===== src/rtl/mat_slot_ctrl.sv =====
// Slot sequencer for the sparse-matrix datapath.
// Each slot admits one chaos parameter set and MAT_RANK source samples,
// then waits for MAT_RANK SpMV outputs before closing the slot.
// Also tracks the slot count for the run, and raises sticky overflow and
// timeout flags.
module mat_slot_ctrl #(
   parameter int SUBCAR_NUM   = 16,
   parameter int OFDM_SYM_NUM = 16,
   parameter int SLOT_CNT_W   = 16,
   parameter int TIMEOUT_CYC  = 4096
) (
   input  logic                  clk,
   input  logic                  rst,
   input  logic                  start,
   input  logic                  stop,
   input  logic [SLOT_CNT_W-1:0] cfg_slots,
   output logic                  busy,
   output logic                  slot_done,
   output logic [SLOT_CNT_W-1:0] slot_cnt,
   output logic [2:0]            state_o,
   output logic                  err_ovf,
   output logic                  err_tmo,
   input  logic                  chs_vld,
   output logic                  chs_rdy,
   output logic                  dp_rand_vld,
   input  logic                  dp_rand_rdy,
   input  logic                  src_vld,
   output logic                  src_rdy,
   output logic                  dp_src_vld,
   input  logic                  dp_src_rdy,
   input  logic                  dp_spmv_vld,
   input  logic                  dp_spmv_rdy
);

   localparam int MAT_RANK = SUBCAR_NUM * OFDM_SYM_NUM;
   localparam int CW       = $clog2(MAT_RANK + 1);
   localparam int TW       = $clog2(TIMEOUT_CYC);

   localparam logic [CW-1:0] RANK_C    = CW'(MAT_RANK);
   localparam logic [CW-1:0] LAST_IN_C = CW'(MAT_RANK - 1);
   // The timeout fires on the cycle whose increment would land on TIMEOUT_CYC-1.
   localparam logic [TW-1:0] TMO_PRE_C = TW'(TIMEOUT_CYC - 2);

   typedef enum logic [2:0] {
      ST_IDLE  = 3'd0,
      ST_PARAM = 3'd1,
      ST_LOAD  = 3'd2,
      ST_DRAIN = 3'd3,
      ST_DONE  = 3'd4
   } state_t;

   state_t                state_reg,     state_next;
   logic [CW-1:0]         in_cnt_reg,    in_cnt_next;
   logic [CW-1:0]         out_cnt_reg,   out_cnt_next;
   logic [TW-1:0]         tmo_cnt_reg,   tmo_cnt_next;
   logic [SLOT_CNT_W-1:0] slot_cnt_reg,  slot_cnt_next;
   logic                  stop_pend_reg, stop_pend_next;
   logic                  err_ovf_reg,   err_ovf_next;
   logic                  err_tmo_reg,   err_tmo_next;

   logic                  in_param;
   logic                  in_load;
   logic                  par_hs;
   logic                  src_hs;
   logic                  out_hs;
   logic [SLOT_CNT_W-1:0] slot_inc;

   // Zero-latency gating: each side only sees the other in its own state.
   assign in_param    = (state_reg == ST_PARAM);
   assign in_load     = (state_reg == ST_LOAD);
   assign dp_rand_vld = chs_vld & in_param;
   assign chs_rdy     = dp_rand_rdy & in_param;
   assign dp_src_vld  = src_vld & in_load;
   assign src_rdy     = dp_src_rdy & in_load;

   assign par_hs   = chs_vld & chs_rdy;
   assign src_hs   = src_vld & src_rdy;
   assign out_hs   = dp_spmv_vld & dp_spmv_rdy;
   assign slot_inc = slot_cnt_reg + 1'b1;

   assign busy      = (state_reg != ST_IDLE);
   assign slot_done = (state_reg == ST_DONE);
   assign slot_cnt  = slot_cnt_reg;
   assign state_o   = state_reg;
   assign err_ovf   = err_ovf_reg;
   assign err_tmo   = err_tmo_reg;

   // Next-state, counter and fault logic for the slot sequence.
   always_comb begin
      state_next     = state_reg;
      in_cnt_next    = in_cnt_reg;
      out_cnt_next   = out_cnt_reg;
      tmo_cnt_next   = tmo_cnt_reg;
      slot_cnt_next  = slot_cnt_reg;
      stop_pend_next = stop_pend_reg;
      err_ovf_next   = err_ovf_reg;
      err_tmo_next   = err_tmo_reg;

      // A stop request is remembered and acted on only at slot end.
      if (stop && (state_reg != ST_IDLE)) begin
         stop_pend_next = 1'b1;
      end

      // Outputs may overlap input, so they are counted in LOAD as well as DRAIN.
      if (out_hs && (state_reg == ST_LOAD || state_reg == ST_DRAIN || state_reg == ST_DONE)) begin
         if (out_cnt_reg == RANK_C) begin
            err_ovf_next = 1'b1;
         end else if (state_reg != ST_DONE) begin
            out_cnt_next = out_cnt_reg + 1'b1;
         end
      end

      case (state_reg)
         ST_IDLE: begin
            if (start) begin
               slot_cnt_next  = '0;
               err_ovf_next   = 1'b0;
               err_tmo_next   = 1'b0;
               stop_pend_next = 1'b0;
               state_next     = ST_PARAM;
            end
         end
         ST_PARAM: begin
            in_cnt_next  = '0;
            out_cnt_next = '0;
            tmo_cnt_next = '0;
            if (par_hs) begin
               state_next = ST_LOAD;
            end
         end
         ST_LOAD: begin
            if (src_hs) begin
               in_cnt_next = in_cnt_reg + 1'b1;
               if (in_cnt_reg == LAST_IN_C) begin
                  state_next = ST_DRAIN;
               end
            end
         end
         ST_DRAIN: begin
            if (out_cnt_reg == RANK_C) begin
               state_next = ST_DONE;
            end else if (out_hs) begin
               tmo_cnt_next = '0;
            end else begin
               tmo_cnt_next = tmo_cnt_reg + 1'b1;
               if (tmo_cnt_reg == TMO_PRE_C) begin
                  err_tmo_next = 1'b1;
                  state_next   = ST_IDLE;
               end
            end
         end
         ST_DONE: begin
            slot_cnt_next = slot_inc;
            if (stop_pend_reg || ((cfg_slots != '0) && (slot_inc == cfg_slots))) begin
               state_next = ST_IDLE;
            end else begin
               state_next = ST_PARAM;
            end
         end
         default: begin
            state_next = ST_IDLE;
         end
      endcase
   end

   // State and counter registers with synchronous reset.
   always_ff @(posedge clk) begin
      if (rst) begin
         state_reg     <= ST_IDLE;
         in_cnt_reg    <= '0;
         out_cnt_reg   <= '0;
         tmo_cnt_reg   <= '0;
         slot_cnt_reg  <= '0;
         stop_pend_reg <= 1'b0;
         err_ovf_reg   <= 1'b0;
         err_tmo_reg   <= 1'b0;
      end else begin
         state_reg     <= state_next;
         in_cnt_reg    <= in_cnt_next;
         out_cnt_reg   <= out_cnt_next;
         tmo_cnt_reg   <= tmo_cnt_next;
         slot_cnt_reg  <= slot_cnt_next;
         stop_pend_reg <= stop_pend_next;
         err_ovf_reg   <= err_ovf_next;
         err_tmo_reg   <= err_tmo_next;
      end
   end

endmodule

===== config.mk =====
export PLATFORM = sky130hd
export DESIGN_NAME = mat_slot_ctrl
export DESIGN_NICKNAME = d
export VERILOG_FILES = /design/src/rtl/mat_slot_ctrl.sv
export SDC_FILE = /design/constraint.sdc
export NUM_CORES = 1
export LEC_CHECK = 0
export BUFFER_PORTS_ARGS = -buffer_cell sky130_fd_sc_hd__buf_2
export CORE_MARGIN = 2
export CORE_UTILIZATION = 35
export DETAILED_ROUTE_END_ITERATION = 16
export GPL_TIMING_DRIVEN = 0
export PLACE_DENSITY = 0.54
export SLEW_MARGIN = 20
export SYNTH_ARGS = -nofsm -noshare
export SYNTH_HDL_FRONTEND = slang
export SYNTH_SLANG_ARGS = --single-unit

===== constraint.sdc =====
create_clock -name clk -period 1.9 [get_ports clk]
set_input_delay 0.38 -clock clk [delete_from_list [all_inputs] [get_ports clk]]
set_output_delay 0.38 -clock clk [all_outputs]
set_load 0.01 [all_outputs]

---- After elaboration in Yosys (flattened, before gate mapping) ----
Cells that the tools add are included.
storage, ports and cells
  output and inout bits ................... 27
  input port bits ......................... 26
  logic and storage cells ................. 86
  flip-flop bits (word level) ............. 52
operators by class
  bitwise operators ....................... 8
  reductions and logical operators ........ 20
  multiplexer cells ....................... 28
  equal/unequal tests ..................... 18
  add/sub/neg operators ................... 4
operator list
  operator                                        count
  case mux 16 bit (2 select lines)                1
  2-to-1 mux 12 bit                               2
  case mux 12 bit (2 select lines)                1
  2-to-1 mux 3 bit                                7
  adder 9 x 1 -> 9 bit (second input constant)    2
  case mux 9 bit (2 select lines)                 1
  adder 16 x 1 -> 16 bit (second input constant)  1
  == test 16 bit                                  1
  2-to-1 mux 16 bit                               1
  nonzero test 16 bit                             1
  case mux 3 bit (5 select lines)                 1
  adder 12 x 1 -> 12 bit (second input constant)  1
  == test 12 bit (second input constant)          1
  2-to-1 mux 1 bit                                12
  == test 9 x 8 -> 1 bit (second input constant)  1
  == test 9 bit (second input constant)           1
  2-to-1 mux 9 bit                                1
  != test 2 x 1 -> 1 bit (second input constant)  4
  nonzero test 2 bit                              4
  AND 1 bit                                       7
  == test 3 x 2 -> 1 bit (second input constant)  2
  != test 2 bit (second input constant)           3
  AND reduction 2 bit                             3
  AND reduction 6 bit                             1
  14 further kinds                                18

---- Logic depth before layout (Yosys ltp) ----
Gate-level depths: netlist (run 1).
  depth in word-level cells ............... 7
  gate-level depth with buffers ........... 9

---- Worst setup path before layout (run 1) ----
No wires, ideal clock.
  kind .................................... reg2reg
  start ................................... register slot_cnt_reg[0] (netlist: slot_cnt[0])
  end ..................................... register state_reg[0] (netlist: state_o[0])
  data required time ...................... 1.773 ns
  cell stages (with the launch flop) ...... 8
  setup time .............................. 0.127 ns
  setup slack ............................. -0.011 ns
  arrival time ............................ 1.784 ns
  cells stage by stage .................... dfxtp_1 -> ha_1 -> nand4_4 -> nor4_2 -> xnor2_1 -> nand3_1 -> nor3_1 -> a31oi_1
on the way
  cells in the longest elaborated chain, start to end .. 6
RTL lines
  element                          RTL line  text
  from (decl)                      56        logic [SLOT_CNT_W-1:0] slot_cnt_reg, slot_cnt_next;
  from (signal assigned)           182       slot_cnt_reg <= slot_cnt_next;
  adder 16 x 1 -> 16 bit           79        assign slot_inc = slot_cnt_reg + 1'b1;
  == test 16 bit                   154       if (stop_pend_reg || ((cfg_slots != '0) && (slot_inc == cfg_slots))) begin
  logical AND 1 bit                154
  logical OR 1 bit                 154
  2-to-1 mux 1 bit                 154
  case mux 3 bit (5 select lines)  113       case (state_reg)
  to (signal assigned)             178       state_reg <= state_next;
  to (decl)                        52        state_t state_reg, state_next;
No other way between the ends.
A chain may end at the register's enable or synchronous reset.

---- Final worst setup path (run 1) ----
  start ................................... register slot_cnt_reg[4] (netlist: slot_cnt[4])
  end ..................................... register state_reg[0] (netlist: state_o[0])
Same word-level chain as after synthesis.

==> run metrics, run 1 <==
status=complete, no violations; most frequent cells in the layout=buf_2 (55), nor2_1 (53), dfxtp_1 (43); max reg flops=16; CP max stage cell=dfxtp_1; Avg WL per Cell=around 15 µm; Worst Path Class, Setup=reg2reg; first-pass GRT wire length=13800 µm; DIE HEIGHT=~99 µm; Ports=53; Distinct cells, synth=61; fillers=853; clk_skew=0.0115 ns; pin count of the biggest net entering global routing=16; crit-path cells=clkbuf_8, xnor2_1, a21oi_1, nor4_2, o2111ai_1, nor3_1, a31oi_1; Core Region=8720 µm²; nets@finish=492; most common cell after layout, fill and taps aside=buf_2; Rows=34; Critical Path Start Type=register; Critical Path Fanout Max=10; Root Driver=clkbuf_8; GP Congestion=0.900; share of cells above drive strength 1=27.4%; Seq/Total Area, Yosys=33.0%; Post-DRT Antenna Nets=0; starting density of the core=36.2%; Crit path max-delay family=simple AND/OR/NAND/NOR gates; Period minus WS final=1.83 ns; Ant. Diodes=0; #FFs+latches synth=52; setup TNS=0 ns; Syn Nets=421; final instance area=3900 µm²; DR vias/cell=approximately 5.3; Die ar.=about 10000 µm²; DRC=0; RSZ-0062 raised after global routing=yes; CTS tree=built; Tot Pwr=2.78 mW; vias=between 2000 and 3000; clk buf depth=2; multi-input logic area=2100 µm²; min-delay worst type=in2reg; initial antenna violation count=0; FF+latch area=1050 µm²; Syn Area/Cell=8.14 µm²; max-cap violations=0; max-slew violations=0; total track usage=approximately 17%; yosys warns=0; clock latency on the worst-skew pair=0.31 ns; dominant synthesized flop cell=dfxtp_1; total CTS buffers=5; final wirelength=8390 µm; final cycle utilization of the critical path=96.4%; Post-Synthesis Cells=388; Setup-failing EPs final=0; EDFF count, synth=0; endpoints failing hold=0; Max-Slew Margin vs Limit=58.6%; starting DRC count in detailed routing=101; number of I/O port buffers=52; CTS H-Tree Depth=2; DR pass1 iterations=4; Final HPWL DP=~6000 µm; leakage=approximately 1.6 nW; Largest stage delay, worst path=~0.34 ns; Pwr per Cell Area=714 nW/µm²; vias in the first global route=~2800; clk sink count=52; Area Overhead vs Synth=23.5%; worst slew pin tran=0.621 ns; Placed Area=3550 µm²; Crit. End Element=register; Worst EP arrival=2.03 ns; crit path buf inv count=1; maximum vdd drop=356 µV; Peak Freq=546 MHz; clk slew on worst S/H paths=0.10 ns; required time worst endpoint=around 2.1 ns; Die X=between 90 and 100 µm; Post-synth ARST share=0%; mapped cell area=about 3200 µm²; grt ovf=0
==> final timing paths <==
kind                                   from    endpoint  slack, ns  cells after the start
worst max-delay path            slot_cnt[4]  state_o[0]       0.07                      7
worst min-delay path                  start     err_ovf       0.33                      2
worst max register to register  slot_cnt[4]  state_o[0]       0.07                      7
worst min register to register      err_tmo     err_tmo       0.49                      2
==> per-layer routing <==
metal  global-route usage [%]  part of all wire [%]
met2                     26.6                    46
met4                     4.85                   1.3
met5                        0                     0
met3                     2.77                   4.6
met1                     24.8                    48
==> cell usage after synthesis, types with 2 or more instances <==
cell type   n  share of area, %
buf_2       5              0.79
nand4_1    10               2.0
nand3_1    13               2.1
a22oi_1     3              0.71
clkbuf_1    6              0.71
dfxtp_1    52                33
o21ai_0    13               2.1
a21o_1      2              0.48
nand3b_1    2              0.48
nand2b_1    8               1.6
a21oi_1    34               5.4
a31oi_1     5              0.99
inv_1       7              0.83
nand4_4     2               1.3
and2_1      4              0.79
and4_1      5               1.4
nor4b_2     2              0.95
or3_1       9               1.8
buf_4       3              0.71
mux2i_1     2              0.63
and3_1     10               2.0
nor4_1      6               1.2
o2111ai_1   2              0.55
a211oi_1    2              0.48
a311oi_1    4               1.1
nor4_2      2              0.79
nand2_1    32               3.8
nor2_1     53               6.3
nand4b_1    2              0.55
xnor2_1    17               4.7
ha_1        7               2.8
xor2_1     26               7.2
nor3_1     10               1.6
==> layout make-up <==
class,count,share of cell area [%]
plain buffers,16,2.76
clock buffers,6,1.86
clock inverters,2,0.899
inverters,8,0.835
multi-input cells,311,53.9
flip-flops and latches,52,27.1
well taps,108,3.47
repair buffers,65,9.18
==> what timing repair did <==
| item | CTS | global route |
|---|---|---|
| cloned | 0 | 0 |
| resized for setup | 14 | 25 |
| hold buffers | 0 | 0 |
| setup endpoints to repair | 19 | 26 |
| pin swaps | 2 | 4 |
| setup buffers | 7 | 6 |
==> cell families (layout without fill, tap and decap cells) <==
group | count (synthesis) | after routing | synth area share, %
DFF | 52 | 52 | 33.0
adders and majority gates | 7 | 7 | 2.77
xor gates and xnor gates | 43 | 43 | 11.9
buffers and inverters | 25 | 97 | 4.12
muxes | 2 | 2 | 0.634
and+or+nand+nor | 183 | 183 | 32.4
AOI/OAI and AO/OA | 76 | 76 | 15.2
==> power by group <==
group | switching, mW | leakage [nW] | total (mW) | internal [mW]
clock network | 0.375 | 0.0552 | 0.767 | 0.392
registers | 0.0473 | 0.424 | 1.17 | 1.13
logic | 0.472 | 1.14 | 0.841 | 0.370
==> stage by stage <==
step	worst slack, ns	cells	hold slack, ns	util [%]
after floorplan	0.0394	388	0.457	-
after global placement	-0.273	548	0.468	40.8
after detailed placement	-0.245	548	0.481	40.8
after CTS	0.00502	563	0.313	43.3
after global routing	-0.0646	568	0.334	44.7
final	0.0682	568	0.331	44.7
No activity file was read; power rests on OpenSTA's default activity.
==> run 2, diff against run 1 <==
--- a/config.mk
+++ b/config.mk
@@ -13,2 +13,3 @@
 export PLACE_DENSITY = 0.54
+export REMOVE_ABC_BUFFERS = 1
 export SLEW_MARGIN = 20
==> constraint.sdc (replaced) <==
create_clock -name clk -period 1.9 [get_ports clk]
set_input_delay 0.095 -clock clk [delete_from_list [all_inputs] [get_ports clk]]
set_output_delay 0.095 -clock clk [all_outputs]
set_load 0.01 [all_outputs]
==> run 2 against run 1 <==
Against the previous run:
- critical path depth unchanged
- sequential share of layout area rose by 1.1 points
- global-route usage fell by 1.0 points
- utilization shrank 1.2 points
- maximum frequency fell by 0.54%
- hold slack worse by 0.28 ns
- clock skew down 0.0072 ns
- sequential power is 3% higher
- first-iteration DRC count rose by 43%
- clock power down 13%
- critical endpoint unchanged
- highest routed layer unchanged
==> run metrics, run 2 (synthesis results as in run 1) <==
status=complete, no violations (unchanged); first-pass GRT wire length=13100 µm (was 13800 µm); RSZ-0062 raised after global routing=yes (unchanged); Root Driver=clkbuf_8 (unchanged); hold slack final=0.0527 ns (was 0.331 ns); Ports=53 (unchanged); Core Region=8720 µm² (unchanged); most common cell after layout, fill and taps aside=nor2_1 (was buf_2); DIE HEIGHT=99.0 µm (unchanged); endpoints failing hold=0 (unchanged); clk slew on worst S/H paths=0.10 ns (about the same); initial antenna violation count=0 (unchanged); final core utilization=43.5% (was 44.7%); clk_skew=0.00433 ns (was 0.0115 ns); starting density of the core=36.2% (unchanged); starting DRC count in detailed routing=144 (was 101); Area Overhead vs Synth=20.1% (was 23.5%); setup TNS=0 ns (unchanged); clk sink count=52 (unchanged); Pwr per Cell Area=683 nW/µm² (was 714 nW/µm²); CTS tree=built (unchanged); most frequent cells in the layout=nor2_1 (53), buf_2 (52), dfxtp_1 (36) (was buf_2 (55), nor2_1 (53), dfxtp_1 (43)); required time worst endpoint=2.09 ns (was 2.10 ns); Rows=34 (unchanged); Critical Path Fanout Max=8 (was 10); Critical Path Start Type=register (unchanged); Peak Freq=543 MHz (was 546 MHz); Period minus WS final=1.84 ns (was 1.83 ns); final wirelength=7800 µm (was 8390 µm); clock latency on the worst-skew pair=0.30 ns (was 0.31 ns); DR vias/cell=5.38 (was 5.26); leakage=1.53 nW (was 1.61 nW); Worst Path Class, Setup=reg2reg (unchanged); share of cells above drive strength 1=27.6% (was 27.4%); pin count of the biggest net entering global routing=30 (was 16); clk buf depth=2 (unchanged); final cycle utilization of the critical path=96.9% (was 96.4%); max-slew violations=0 (unchanged); Post-DRT Antenna Nets=0 (unchanged); Max-Slew Margin vs Limit=60.6% (was 58.6%); total CTS buffers=5 (unchanged); min-delay worst type=in2reg (unchanged); Ant. Diodes=0 (unchanged); Setup-failing EPs final=0 (unchanged); number of I/O port buffers=52 (unchanged); Final HPWL DP=5440 µm (was 6010 µm); Placed Area=3450 µm² (was 3550 µm²); max-cap violations=0 (unchanged); fillers=870 (was 853); maximum vdd drop=350 µV (was 356 µV); nets@finish=470 (was 492); grt ovf=0 (unchanged); max reg flops=16 (unchanged); Avg WL per Cell=14.3 µm (was 14.8 µm); GP Congestion=0.798 (was 0.900); DRC=0 (unchanged); Die X=99.0 µm (unchanged); vias in the first global route=2739 (was 2808); CTS H-Tree Depth=2 (unchanged); final instance area=3790 µm² (was 3900 µm²); worst slew pin tran=0.591 ns (was 0.621 ns); total track usage=16.2% (was 17.2%); vias=2936 (was 2986); Crit. End Element=register (unchanged); DR pass1 iterations=4 (unchanged); Tot Pwr=2.59 mW (was 2.78 mW); Worst EP arrival=2.03 ns (about the same); Die ar.=9800 µm² (unchanged)
run 2: changes by cell type in the layout (fill, tap and decap cells not counted), moves of 3 or more:
cell,delta
buf_2,-3
buf_4,-8
buf_6,-3
clkbuf_1,-4
clkbuf_2,-3
dfxtp_1,-7
dfxtp_2,+5
run 2: timing repair:
action | 4_1_cts | 5_1_grt
gates resized for setup | 21 | 31
setup buffers | 3 | 4
setup endpoints to repair | 28 | 12
hold buffers | 0 | 0
pin swaps | 1 | 6
run 2: per-stage QoR:
step           std cells  setup WS (ns)
4_1_cts              542         0.0133
3_3_place_gp         531         -0.781
5_1_grt              546        -0.0510
3_5_place_dp         531         -0.798
2_1_floorplan        371        -0.0217
6_report             546         0.0583
run 2: cell type report:
class / instances / area, µm² / share of cell area [%]
sequential: 52 / 1070 / 28.2
inverter: 8 / 32.5 / 0.858
clock buffer: 7 / 86.3 / 2.28
multi-input combinational: 311 / 2150 / 56.7
clock inverter: 1 / 7.51 / 0.198
tap: 108 / 135 / 3.56
timing repair buffer: 59 / 313 / 8.25
run 2: path summary, 6_finish.rpt:
check              startpoint    endpoint  slack, ns  cells after the start
setup / recovery  slot_cnt[0]  state_o[0]       0.06                      7
hold / removal          start     err_ovf       0.05                      2
setup reg to reg  slot_cnt[0]  state_o[0]       0.06                      7
hold reg to reg       err_tmo     err_tmo       0.48                      2
run 2: routing by layer:
| metal | track usage, % | share of wire (%) |
|---|---|---|
| met4 | 3.90 | 0.76 |
| met5 | 0 | 0 |
| met2 | 26.6 | 48 |
| met3 | 2.55 | 4.8 |
| met1 | 22.3 | 47 |
run 2: critical path: stages (launching register included):
cell     delay [ns]
dfxtp_4        0.42
ha_4           0.21
nand4_4        0.20
nor4_4         0.37
xnor2_1        0.16
nand3_1        0.12
nor3_1         0.16
a31oi_1        0.10
run 2: power by group:
part	switching, mW	internal (mW)
combinational	0.411	0.295
sequential	0.0879	1.13
clock	0.374	0.297
==> run 3, diff against run 2 <==
--- a/config.mk
+++ b/config.mk
@@ -8,3 +8,3 @@
 export BUFFER_PORTS_ARGS = -buffer_cell sky130_fd_sc_hd__buf_2
-export CORE_MARGIN = 2
+export CORE_MARGIN = 5
 export CORE_UTILIZATION = 35
==> constraint.sdc (replaced) <==
create_clock -name clk -period 1.9 [get_ports clk]
set_input_delay 0.19 -clock clk [delete_from_list [all_inputs] [get_ports clk]]
set_output_delay 0.19 -clock clk [all_outputs]
set_load 0.01 [all_outputs]
==> run 3 against run 2 <==
Against the previous run:
- the flow now finishes with violations (setup timing)
- routed wire length is 0.74% higher
- global-route usage is 2.0 points lower
- sequential cell count stayed put
- clock-buffer cell count is 2 lower
- sequential power hardly changed
- maximum frequency is 3.5% lower
- utilization is 0.75 points lower
- sequential share of layout area is 0.16 points higher
- first-iteration DRC count is 20% lower
- via count is 2.0% lower
- register-to-register slack worse by 0.07 ns
- largest cell class unchanged
- highest routed layer unchanged
==> run metrics, run 3 (synthesis results as in run 1) <==
status=finished with violations (was complete, no violations); violations in the final reports=setup timing; Worst EP arrival=2.09 ns (was 2.03 ns); Seq pwr share=43.5% (was 46.8%); Pwr per Cell Area=746 nW/µm² (was 683 nW/µm²); Crit. End Element=register (unchanged); final wirelength=7860 µm (was 7800 µm); leakage=1.48 nW (was 1.53 nW); DR vias/cell=5.30 (was 5.38); pin count of the biggest net entering global routing=30 (unchanged); Area Overhead vs Synth=18.6% (was 20.1%); max-cap violations=0 (unchanged); switching share of power=30.7% (was 33.7%); grt ovf=0 (unchanged); Critical Path Start Type=register (unchanged); Die X=105 µm (was 99.0 µm); clk buf depth=2 (unchanged); number of I/O port buffers=52 (unchanged); Clock power frac=31.6% (was 25.9%); CTS tree=built (unchanged); CTS H-Tree Depth=2 (unchanged); global routing usage on met3=3.21% (was 2.55%); DIE HEIGHT=105 µm (was 99.0 µm); Setup-failing EPs final=1 (was 0); worst slew pin tran=0.645 ns (was 0.591 ns); clock latency on the worst-skew pair=0.30 ns (about the same); Rows=34 (unchanged); Ant. Diodes=0 (unchanged); initial antenna violation count=0 (unchanged); PnR worst setup slack=-0.00771 ns (was 0.0583 ns); total net switching power=0.859 mW (was 0.873 mW); met1 Track Usage GR=19.0% (was 22.3%); Finished Layout Cells=543 (was 546); final core utilization=42.7% (was 43.5%); vias in the first global route=2799 (was 2739); dpl cells=531 (unchanged); Peak Freq=524 MHz (was 543 MHz); clk sink count=52 (unchanged); setup TNS=-0.00771 ns (was 0 ns); GP Congestion=0.784 (was 0.798); share of cells above drive strength 1=24.8% (was 27.6%); required time worst endpoint=2.09 ns (about the same); max-slew violations=0 (unchanged); nets@finish=468 (was 470); total CTS buffers=5 (unchanged); final cycle utilization of the critical path=100% (was 96.9%); clk_skew=0.00887 ns (was 0.00433 ns); Ports=53 (unchanged); Critical Path Fanout Max=8 (unchanged); first-pass GRT wire length=13100 µm (about the same); most common cell after layout, fill and taps aside=nor2_1 (unchanged); Max-Slew Margin vs Limit=56.6% (was 60.6%); vias=2878 (was 2936); total track usage=14.2% (was 16.2%); max reg flops=16 (unchanged); Period minus WS final=1.91 ns (was 1.84 ns); Die ar.=11000 µm² (was 9800 µm²); Final HPWL DP=5580 µm (was 5440 µm); maximum vdd drop=305 µV (was 350 µV); most used routing layer in global routing=met2 (unchanged); combinational fraction of design power=24.9% (was 27.3%); clk slew on worst S/H paths=0.10 ns (about the same); DR pass1 iterations=4 (unchanged); starting density of the core=36.0% (was 36.2%); min-delay worst type=in2reg (unchanged); Core Region=8760 µm² (was 8720 µm²); met2 GRT Util=23.0% (was 26.6%); Post-DRT Antenna Nets=0 (unchanged); most frequent cells in the layout=nor2_1 (53), buf_2 (52), dfxtp_1 (40) (was nor2_1 (53), buf_2 (52), dfxtp_1 (36)); # hold bufs at CTS=0 (unchanged); RSZ-0062 raised after global routing=yes (unchanged); Worst Path Class, Setup=reg2reg (unchanged); endpoints failing hold=0 (unchanged); Root Driver=clkbuf_8 (unchanged); starting DRC count in detailed routing=115 (was 144); DRC=0 (unchanged); Internal=1.93 mW (was 1.72 mW); Avg WL per Cell=14.5 µm (was 14.3 µm)
[run 3: layout make-up]
| type | count | area (µm²) |
|---|---|---|
| Tap cell | 108 | 135 |
| Clock inverter | 2 | 60.1 |
| Timing Repair Buffer | 57 | 298 |
| Inverter | 8 | 32.5 |
| Sequential cell | 52 | 1060 |
| Clock buffer | 5 | 68.8 |
| Fill cell | 867 | 5020 |
| Multi-Input combinational cell | 311 | 2090 |
[run 3: worst paths after layout]
path / depth (start not counted) / to / slack (ns) / startpoint
worst min register to register: 2 / err_tmo / 0.48 / err_tmo
worst max-delay path: 6 / state_o[0] / -0.008 / slot_cnt[0]
worst min-delay path: 3 / stop_pend_reg / 0.15 / stop
worst max register to register: 6 / state_o[0] / -0.008 / slot_cnt[0]
[run 3: power by group through the flow]
stage | registers, mW | logic [mW] | clock network, mW
CTS | 1.21 | 0.666 | 0.921
detailed placement | 1.23 | 0.618 | 0
global route | 1.22 | 0.768 | 0.970
global placement | 1.23 | 0.616 | 0
floorplan | 1.22 | 0.417 | 0
finish | 1.21 | 0.697 | 0.883
[run 3: per-stage QoR]
stage                     setup WS [ns]  hold slack, ns  total power [mW]  instance area (µm²)
after floorplan                 -0.0217           0.259              1.63                 3060
after global placement           -0.760           0.449              1.85                 3450
after detailed placement         -0.723           0.446              1.85                 3450
after CTS                       -0.0291           0.143              2.79                 3640
after global routing             -0.146           0.159              2.96                 3740
final                          -0.00771           0.151              2.79                 3740
[run 3: timing repair]
action                                 in CTS  in global routing
endpoints found under the hold margin       0                  0
gates resized for setup                    13                 23
setup endpoints to repair                  25                 27
gates cloned                                0                  0
pin swaps                                   1                  4
buffers inserted                            2                  3
[run 3: worst max-delay path, cell delays in order, from the launching register on]
cell and delay [ns]:
dfxtp_2 0.44, and4_4 0.28, and2_4 0.21, nand4_4 0.12
or3_1 0.39, a22oi_1 0.24, a31oi_1 0.11
[run 3: routing by layer]
layer	up-vias	part of all wire, %
met5	-	0
met4	0	0.99
met1	1334	49
met3	6	4.3
met2	59	46
li1	1479	-
